`src/rtl/alu_pkg.sv`:
```
// Shared types and defaults for the sequential ALU core.
// The ALU_SEQ_DIV_EN macro selects DIV or AND for op code 11.
package alu_pkg;

    localparam int ALU_N = 8;

    typedef enum logic [1:0] {
        OP_ADD = 2'b00,
        OP_SUB = 2'b01,
        OP_MUL = 2'b10,
        OP_X11 = 2'b11
    } alu_op_e;

    typedef enum logic [1:0] {
        IDLE = 2'b00,
        ITER = 2'b01,
        DONE = 2'b10
    } alu_state_e;

endpackage

```
`src/rtl/alu_iter_unit.sv`:
```
// Iterative multiply (shift-add) and optional restoring divide (ALU_SEQ_DIV_EN).
// result is the value the working register takes after the current step.
module alu_iter_unit
    import alu_pkg::*;
#(
    parameter int N = ALU_N
) (
    input  logic             clk,
    input  logic             reset,
    input  logic             start,
    input  logic             step,
`ifdef ALU_SEQ_DIV_EN
    input  logic             is_div,
`endif
    input  logic [N-1:0]     a,
    input  logic [N-1:0]     b,
    output logic [2*N-1:0]   result
);

    // pr_r is {high, low}: {accumulator, multiplier} or {remainder, quotient}
    logic [2*N-1:0] pr_r;
    logic [N-1:0]   opb_r;
    logic [N:0]     sum_s;
    logic [2*N-1:0] next_s;
`ifdef ALU_SEQ_DIV_EN
    logic [N:0]     sh_s;
    logic [N:0]     diff_s;
`endif

    // One step of the selected algorithm
    always_comb begin
        sum_s  = {1'b0, pr_r[2*N-1:N]} + (pr_r[0] ? {1'b0, opb_r} : {(N+1){1'b0}});
        next_s = {sum_s, pr_r[N-1:1]};
`ifdef ALU_SEQ_DIV_EN
        sh_s   = {pr_r[2*N-1:N], pr_r[N-1]};
        diff_s = sh_s - {1'b0, opb_r};
        if (is_div) begin
            // A zero divisor always "fits", giving all-ones quotient and remainder = A
            if (sh_s >= {1'b0, opb_r}) begin
                next_s = {diff_s[N-1:0], pr_r[N-2:0], 1'b1};
            end else begin
                next_s = {sh_s[N-1:0], pr_r[N-2:0], 1'b0};
            end
        end else begin
            next_s = {sum_s, pr_r[N-1:1]};
        end
`endif
    end

    assign result = next_s;

    // Working registers: load on start, advance on step
    always_ff @(posedge clk) begin
        if (reset) begin
            pr_r  <= {(2*N){1'b0}};
            opb_r <= {N{1'b0}};
        end else if (start) begin
            pr_r  <= {{N{1'b0}}, a};
            opb_r <= b;
        end else if (step) begin
            pr_r  <= next_s;
        end
    end

endmodule

```
`src/rtl/alu_seq_core.sv`:
```
// Sequential ALU responder: valid/ready input, one-cycle out_valid strobe.
// ALU_SEQ_DIV_EN defined: op 11 is iterative DIV; undefined: op 11 is 1-cycle AND.
module alu_seq_core
    import alu_pkg::*;
#(
    parameter int N = ALU_N
) (
    input  logic             clk,
    input  logic             reset,
    input  logic             in_valid,
    output logic             in_ready,
    input  logic [N-1:0]     inp1,
    input  logic [N-1:0]     inp2,
    input  logic [1:0]       op_code,
    output logic             out_valid,
    output logic [2*N-1:0]   outp
);

    localparam int            CW       = $clog2(N);
    localparam logic [CW-1:0] CNT_LOAD = CW'(N - 1);

    alu_state_e     state_r, state_next_s;
    logic [CW-1:0]  count_r, count_next_s;
    logic [2*N-1:0] outp_r, outp_next_s;
    logic           out_valid_r, out_valid_next_s;
    logic           in_ready_r;
    logic           accept_s, start_s, step_s;
    logic [2*N-1:0] a_ext_s, b_ext_s, iter_result_s;
`ifdef ALU_SEQ_DIV_EN
    logic           div_r, div_next_s;
`endif

    alu_iter_unit #(.N(N)) u_iter (
        .clk    (clk),
        .reset  (reset),
        .start  (start_s),
        .step   (step_s),
`ifdef ALU_SEQ_DIV_EN
        .is_div (div_r),
`endif
        .a      (inp1),
        .b      (inp2),
        .result (iter_result_s)
    );

    // Next-state, 1-cycle results and iteration control
    always_comb begin
        a_ext_s          = {{N{1'b0}}, inp1};
        b_ext_s          = {{N{1'b0}}, inp2};
        accept_s         = in_valid && in_ready_r;
        state_next_s     = state_r;
        count_next_s     = count_r;
        outp_next_s      = outp_r;
        out_valid_next_s = 1'b0;
        start_s          = 1'b0;
        step_s           = 1'b0;
`ifdef ALU_SEQ_DIV_EN
        div_next_s       = div_r;
`endif
        case (state_r)
            IDLE, DONE: begin
                state_next_s = IDLE;
                if (accept_s) begin
                    case (alu_op_e'(op_code))
                        OP_ADD: begin
                            outp_next_s      = a_ext_s + b_ext_s;
                            out_valid_next_s = 1'b1;
                        end
                        OP_SUB: begin
                            outp_next_s      = a_ext_s - b_ext_s;
                            out_valid_next_s = 1'b1;
                        end
                        OP_MUL: begin
                            start_s      = 1'b1;
                            state_next_s = ITER;
                            count_next_s = CNT_LOAD;
`ifdef ALU_SEQ_DIV_EN
                            div_next_s   = 1'b0;
`endif
                        end
                        OP_X11: begin
`ifdef ALU_SEQ_DIV_EN
                            start_s      = 1'b1;
                            state_next_s = ITER;
                            count_next_s = CNT_LOAD;
                            div_next_s   = 1'b1;
`else
                            outp_next_s      = a_ext_s & b_ext_s;
                            out_valid_next_s = 1'b1;
`endif
                        end
                        default: begin
                            state_next_s = IDLE;
                        end
                    endcase
                end else begin
                    state_next_s = IDLE;
                end
            end
            ITER: begin
                step_s = 1'b1;
                // The final step's result goes straight into outp
                if (count_r == {CW{1'b0}}) begin
                    state_next_s     = DONE;
                    outp_next_s      = iter_result_s;
                    out_valid_next_s = 1'b1;
                end else begin
                    count_next_s = count_r - CW'(1);
                end
            end
            default: begin
                state_next_s = IDLE;
            end
        endcase
    end

    // State and registered outputs
    always_ff @(posedge clk) begin
        if (reset) begin
            state_r     <= IDLE;
            count_r     <= {CW{1'b0}};
            outp_r      <= {(2*N){1'b0}};
            out_valid_r <= 1'b0;
            in_ready_r  <= 1'b1;
`ifdef ALU_SEQ_DIV_EN
            div_r       <= 1'b0;
`endif
        end else begin
            state_r     <= state_next_s;
            count_r     <= count_next_s;
            outp_r      <= outp_next_s;
            out_valid_r <= out_valid_next_s;
            in_ready_r  <= (state_next_s != ITER);
`ifdef ALU_SEQ_DIV_EN
            div_r       <= div_next_s;
`endif
        end
    end

    assign outp      = outp_r;
    assign out_valid = out_valid_r;
    assign in_ready  = in_ready_r;

endmodule

```
`config.mk`:
```
export PLATFORM = sky130hd
export DESIGN_NAME = alu_seq_core
export DESIGN_NICKNAME = d
export VERILOG_FILES = /design/src/rtl/alu_pkg.sv /design/src/rtl/alu_iter_unit.sv /design/src/rtl/alu_seq_core.sv
export SDC_FILE = /design/constraint.sdc
export NUM_CORES = 1
export LEC_CHECK = 0
export BUFFER_PORTS_ARGS = -buffer_cell sky130_fd_sc_hd__buf_2
export CORE_MARGIN = 4
export CORE_UTILIZATION = 60
export DETAILED_ROUTE_END_ITERATION = 10
export PLACE_DENSITY = 0.82
export SYNTH_ARGS = -nofsm -noshare
export SYNTH_HDL_FRONTEND = slang
export SYNTH_SLANG_ARGS = --single-unit
```
`constraint.sdc`:
```
create_clock -name clk -period 4.44 [get_ports clk]
set_input_delay 0.888 -clock clk [delete_from_list [all_inputs] [get_ports clk]]
set_output_delay 0.888 -clock clk [all_outputs]
set_load 0.05 [all_outputs]
```
* Word level (Yosys, flattened, before mapping) *
Cells that the tools add are included.

storage, ports and cells
  word-level logic and storage cells = 58
  flip-flop bits (word level) = 47

cells by class
  reductions and logical operators = 11
  equal/unequal tests = 11
  add/sub/neg operators = 4
  muxes and demuxes = 23
  bitwise logic cells = 1

operator list
  operator             number
  $pmux 16 s3          1
  $mux 16              2
  $pmux 16 s2          1
  $mux 8               3
  $add 8x8->9          2
  $mux 3               3
  $sub 8x8->9          1
  $and 8x8->8          1
  $mux 1               8
  $reduce_and 4->1     2
  $eq 2x2->1 const B   3
  $ne 2x2->1 const B   3
  $pmux 3 s2           1
  $eq 2x1->1 const B   2
  $logic_not 2->1      2
  $mux 2               2
  $ne 2x1->1 const B   2
  $ne 4x1->1 const B   1
  $pmux 2 s2           1
  $reduce_bool 2->1    2
  $reduce_or 2->1      2
  $logic_not 3->1      1
  $reduce_or 3->1      1
  $sub 3x1->3 const B  1
  2 further kinds      2

* Logic depth before layout (Yosys ltp) *
  depth in word-level cells = 5
  depth in mapped cells = 9

* By module *
Synthesis repeated with hierarchy kept, for this count alone.

unflattened totals
  cell total of the unflattened synthesis = 416
  area total of the unflattened synthesis = 3354.5 sq um

modules (own cells, without submodules)
  module         seq. area each (sq um)  times used  area an instance (sq um)  cells an instance
  alu_seq_core   460.4                   1           1906.8                    241
  alu_iter_unit  480.5                   1           1447.6                    175

* Least setup slack after synthesis *
Ideal clock, no wire load.

  path kind = in2reg
  start = input inp1[0]
  end = register outp_r[6] (netlist: outp[6])
  stages on the path = 8
  path buffers = 0
  data required time = 4.310 ns
  setup slack = 1.749 ns
  data arrival time = 2.560 ns
  path through = ha_1 fa_1 nor2b_1 o31a_1 a221o_1 xnor2_1 o21ai_1 o22ai_2

on the way
  longest elaborated chain between the ends = 4
  elaborated cells on any way between the ends = 5
  those cells by class = add/sub: 2; mux: 3

ends and longest elaborated chain
  element                                     RTL line                                RTL
  from (decl)                                 alu_seq_core.sv:12                      input logic [N-1:0] inp1,
  $sub 8x8->9 or $add 8x8->9 (tied branches)  alu_seq_core.sv:70, alu_seq_core.sv:66
  $pmux 16 s3 *                               alu_seq_core.sv:64                      case (alu_op_e'(op_code))
  $mux 16 *                                   alu_seq_core.sv:63                      if (accept_s) begin
  $pmux 16 s2 *                               alu_seq_core.sv:60                      case (state_r)
  to (signal assigned)                        alu_seq_core.sv:122                     outp_r <= {(2*N){1'b0}};
  to (signal assigned)                        alu_seq_core.sv:131                     outp_r <= outp_next_s;
  to (decl)                                   alu_seq_core.sv:24                      logic [2*N-1:0] outp_r, outp_next_s;

Every way passes the cells marked *; elsewhere a longest branch is shown, timed or not. The select of a mux whose other input is x is not followed.
A chain may end at the register's enable or synchronous reset.

* Worst setup path in the final report *
Same ends and word-level chain as after synthesis.

==> metrics.txt <==
run status finished, final reports clean; Static Leak 1.41 nW; proportion of layout cells with a drive suffix above 1 approximately 15%; via count of the first global-routing pass approximately 2600; antenna violations before repair 0; adder-cell area share of the yosys netlist approximately an eighth; largest clock skew in the final design between 0.008 and 0.009 ns; share of total power in sequential cells 45.1%; Pwr Density 302 nW/um^2; share of total power in the clock network 27.6%; peak supply drop 0.170 mV; overall via count from detail_route between 2000 and 3000; power share of the combinational group between 20% and 30%; Crit path arrival time 2.83 ns; pin count of the biggest net entering global routing between 40 and 50; die area 6480 sq um; Layout fillers 456; clk sink count 47; standard-cell row count 26; overflow left after global routing 0; synthesized area 3150 sq um; maximum operating frequency 377 MHz; effective utilization at floorplan 61.7%; post-layout minimum cycle time 2.65 ns; post-synthesis mux area share less than 1%; final core occ 66.1%; synthesized netlist net count around 440; Reg clk slew, reported paths 0.09 ns; setup-violating endpoint count in the final report 0; Iteration-0 DRC Markers 244; cell count after placement around 480; critical path class primary input to flop; setup repair after global routing missed its margin no; most common cell in the synthesized netlist sky130_fd_sc_hd__nand2_1; count of cell types in the netlist 62; number of maximum-capacitance violations 0; post-synth top area share between 20% and 30%; switching share of power 34.6%; Layout area overhead 7.15%; largest area contributor in the netlist sky130_fd_sc_hd__dfxtp_1; Slew Limit Fails 0; sequential cell area fraction in the yosys report 29.9%; total DRC errors in the routed layout 0; io pins 39; first-pass GRT wire length 12.5 mm; HPWL after detailed placement 5.42 mm; total of buffers placed on input and output ports 38; worst path required time 4.61 ns; routed wirelength normalized by instance count ~15 um; Hold Violations, Final 0; Clock H-tree levels 2; number of nets with antenna violations after routing 0; Setup TNS Final 0 ns; area share of and/or/nand/nor cells after synthesis 21.7%; startpoint kind of the worst setup timing path primary input; number of enable flip-flop cells after synthesis 0; Horiz. Die Dim 80.5 um; number of standard cells after synthesis around 390; number of non-filler instances in the completed layout slightly below 500; number of diodes 0; largest family of logic cells by synthesized area compound AO/OA/AOI/OAI gates; fin crit share 59.7%; type of the most critical hold path flop to flop; overall global routing resource usage about a quarter; maximum net fanout on the critical path 3; count of cells resized by post-cts repair 0; number of optimization iterations in the first detailed-route pass 4; buffer type at the clock tree root sky130_fd_sc_hd__clkbuf_8; Routability Congestion 0.935; average vias per placed instance 5.81; Die Span Y about 80 um; Longest Clk Path Bufs 2; Syn Area/Cell 8.12 sq um; synthesized-area fraction occupied by ao, oa, aoi and oai cells 24.0%; post-placement setup slack ~1.5 ns; xor and xnor area share after synthesis 3.33%; TritonCTS buffer count 5; DRT Wirelength about 7.4 mm; Synthesis Warnings 0; Post-synth top cells 61 x sky130_fd_sc_hd__nand2_1, 47 x sky130_fd_sc_hd__dfxtp_1, 39 x sky130_fd_sc_hd__a21oi_1, 36 x sky130_fd_sc_hd__nor2_1, 27 x sky130_fd_sc_hd__ha_1; internal portion of total power 666 uW; top cells by area in the synthesized netlist sky130_fd_sc_hd__dfxtp_1 30%, sky130_fd_sc_hd__ha_1 11%, sky130_fd_sc_hd__nand2_1 7.3%, sky130_fd_sc_hd__a21oi_1 6.2%, sky130_fd_sc_hd__nor2_1 4.3%; count of hold-fix buffers inserted at cts 0; Clk Latency, worst-skew pair 0.30 ns; Worst setup EP type flop; Slew Limit Headroom 29.8%; total number of nets in the final design about 460; core area roughly 5100 sq um; top flip-flop cell by instance count after synthesis sky130_fd_sc_hd__dfxtp_1; actual transition at the worst max-transition pin 1.05 ns; Worst Setup Slack, final 1.79 ns; clock tree from TritonCTS done; length in cells of the worst reg-to-reg path 9; buffers inserted during post-CTS setup optimization 0; total of flip-flops plus latches after synthesis 47; net switching power figure about 350 uW; Cells on Worst Hold Path 2; asr flop ratio synth 0%
path summary, 6_finish.rpt:
check                                      from  slack (ns)              end
worst max-delay path                    inp1[0]        1.79          outp[6]
worst min-delay path            u_iter.opb_r[3]        0.45  u_iter.opb_r[3]
worst max register to register   u_iter.pr_r[0]        1.99         outp[13]
worst min register to register  u_iter.opb_r[3]        0.45  u_iter.opb_r[3]
cell usage in the layout, fill, tap and decap left out, types with 2 or more instances in the layout:
cell type,count
sky130_fd_sc_hd__o31ai_1,2
sky130_fd_sc_hd__nor3_1,9
sky130_fd_sc_hd__ha_1,27
sky130_fd_sc_hd__and2_1,9
sky130_fd_sc_hd__fa_1,3
sky130_fd_sc_hd__inv_1,20
sky130_fd_sc_hd__o211ai_1,5
sky130_fd_sc_hd__mux2i_1,3
sky130_fd_sc_hd__clkbuf_8,6
sky130_fd_sc_hd__dfxtp_1,47
sky130_fd_sc_hd__o311ai_1,2
sky130_fd_sc_hd__nand3_1,2
sky130_fd_sc_hd__a211oi_1,14
sky130_fd_sc_hd__nor2b_1,3
sky130_fd_sc_hd__or4_1,2
sky130_fd_sc_hd__a311oi_1,12
sky130_fd_sc_hd__nand3b_1,2
sky130_fd_sc_hd__nand2_1,61
sky130_fd_sc_hd__xor2_1,3
sky130_fd_sc_hd__xnor2_1,9
sky130_fd_sc_hd__nor4_1,2
sky130_fd_sc_hd__a21oi_1,39
sky130_fd_sc_hd__o21ai_1,2
sky130_fd_sc_hd__nor2_1,36
sky130_fd_sc_hd__o21ai_0,9
sky130_fd_sc_hd__nand2b_1,8
sky130_fd_sc_hd__buf_2,38
sky130_fd_sc_hd__o21bai_1,3
worst max-delay path, cell delays in order:
cell and delay [ns]:
sky130_fd_sc_hd__buf_2 0.12, sky130_fd_sc_hd__ha_1 0.26, sky130_fd_sc_hd__fa_1 0.43, sky130_fd_sc_hd__nor2b_1 0.15, sky130_fd_sc_hd__o31a_1 0.28, sky130_fd_sc_hd__a221o_1 0.35, sky130_fd_sc_hd__xnor2_1 0.14, sky130_fd_sc_hd__o21ai_1 0.15
sky130_fd_sc_hd__o22ai_2 0.08
flip-flops by register name (all words and copies together) (netlist names):
name          cells
outp             16
u_iter.pr_r      16
u_iter.opb_r      8
count_r           3
state_r           2
in_ready          1
out_valid         1
final cells by class:
| cell class | count | area [sq um] | share of cell area (%) |
|---|---|---|---|
| Clock inverter | 2 | 16.3 | 0.482 |
| Sequential cell | 47 | 941 | 27.9 |
| Multi-Input combinational cell | 298 | 1970 | 58.4 |
| Inverter | 21 | 78.8 | 2.33 |
| Tap cell | 70 | 87.6 | 2.59 |
| Timing Repair Buffer | 39 | 198 | 5.85 |
| Clock buffer | 6 | 82.6 | 2.45 |
per-layer routing:
metal	part of all wire [%]	vias up	routed length [um]	track usage, %
met3	5.6	11	412	3.48
met1	47	1305	3460	32.0
met4	1.9	0	139	8.61
met2	46	80	3410	41.1
li1	-	1408	-	-
met5	0	-	0	0
cell families after synthesis:
kind of cell | count (synthesis)
fa+ha+maj | 30
buf+inv | 43
flops | 47
compound gates | 107
simple gates | 146
xor+xnor | 12
mux | 3
stage by stage:
stage          area [sq um]  power (mW)  hold slack [ns]
3_3_place_gp           3280       0.739            0.438
3_5_place_dp           3280       0.746            0.442
5_1_grt                3380        1.07            0.480
4_1_cts                3380        1.02            0.455
6_report               3380        1.02            0.453
2_1_floorplan          3150       0.685            0.432
power groups by stage:
stage	sequential, mW	combinational [mW]	clock (mW)
after floorplan	0.520	0.165	0
after global placement	0.469	0.271	0
after detailed placement	0.470	0.276	0
after CTS	0.460	0.277	0.285
after global routing	0.463	0.304	0.302
final	0.460	0.278	0.281
Note: power is estimated with default switching activity, not from simulation.
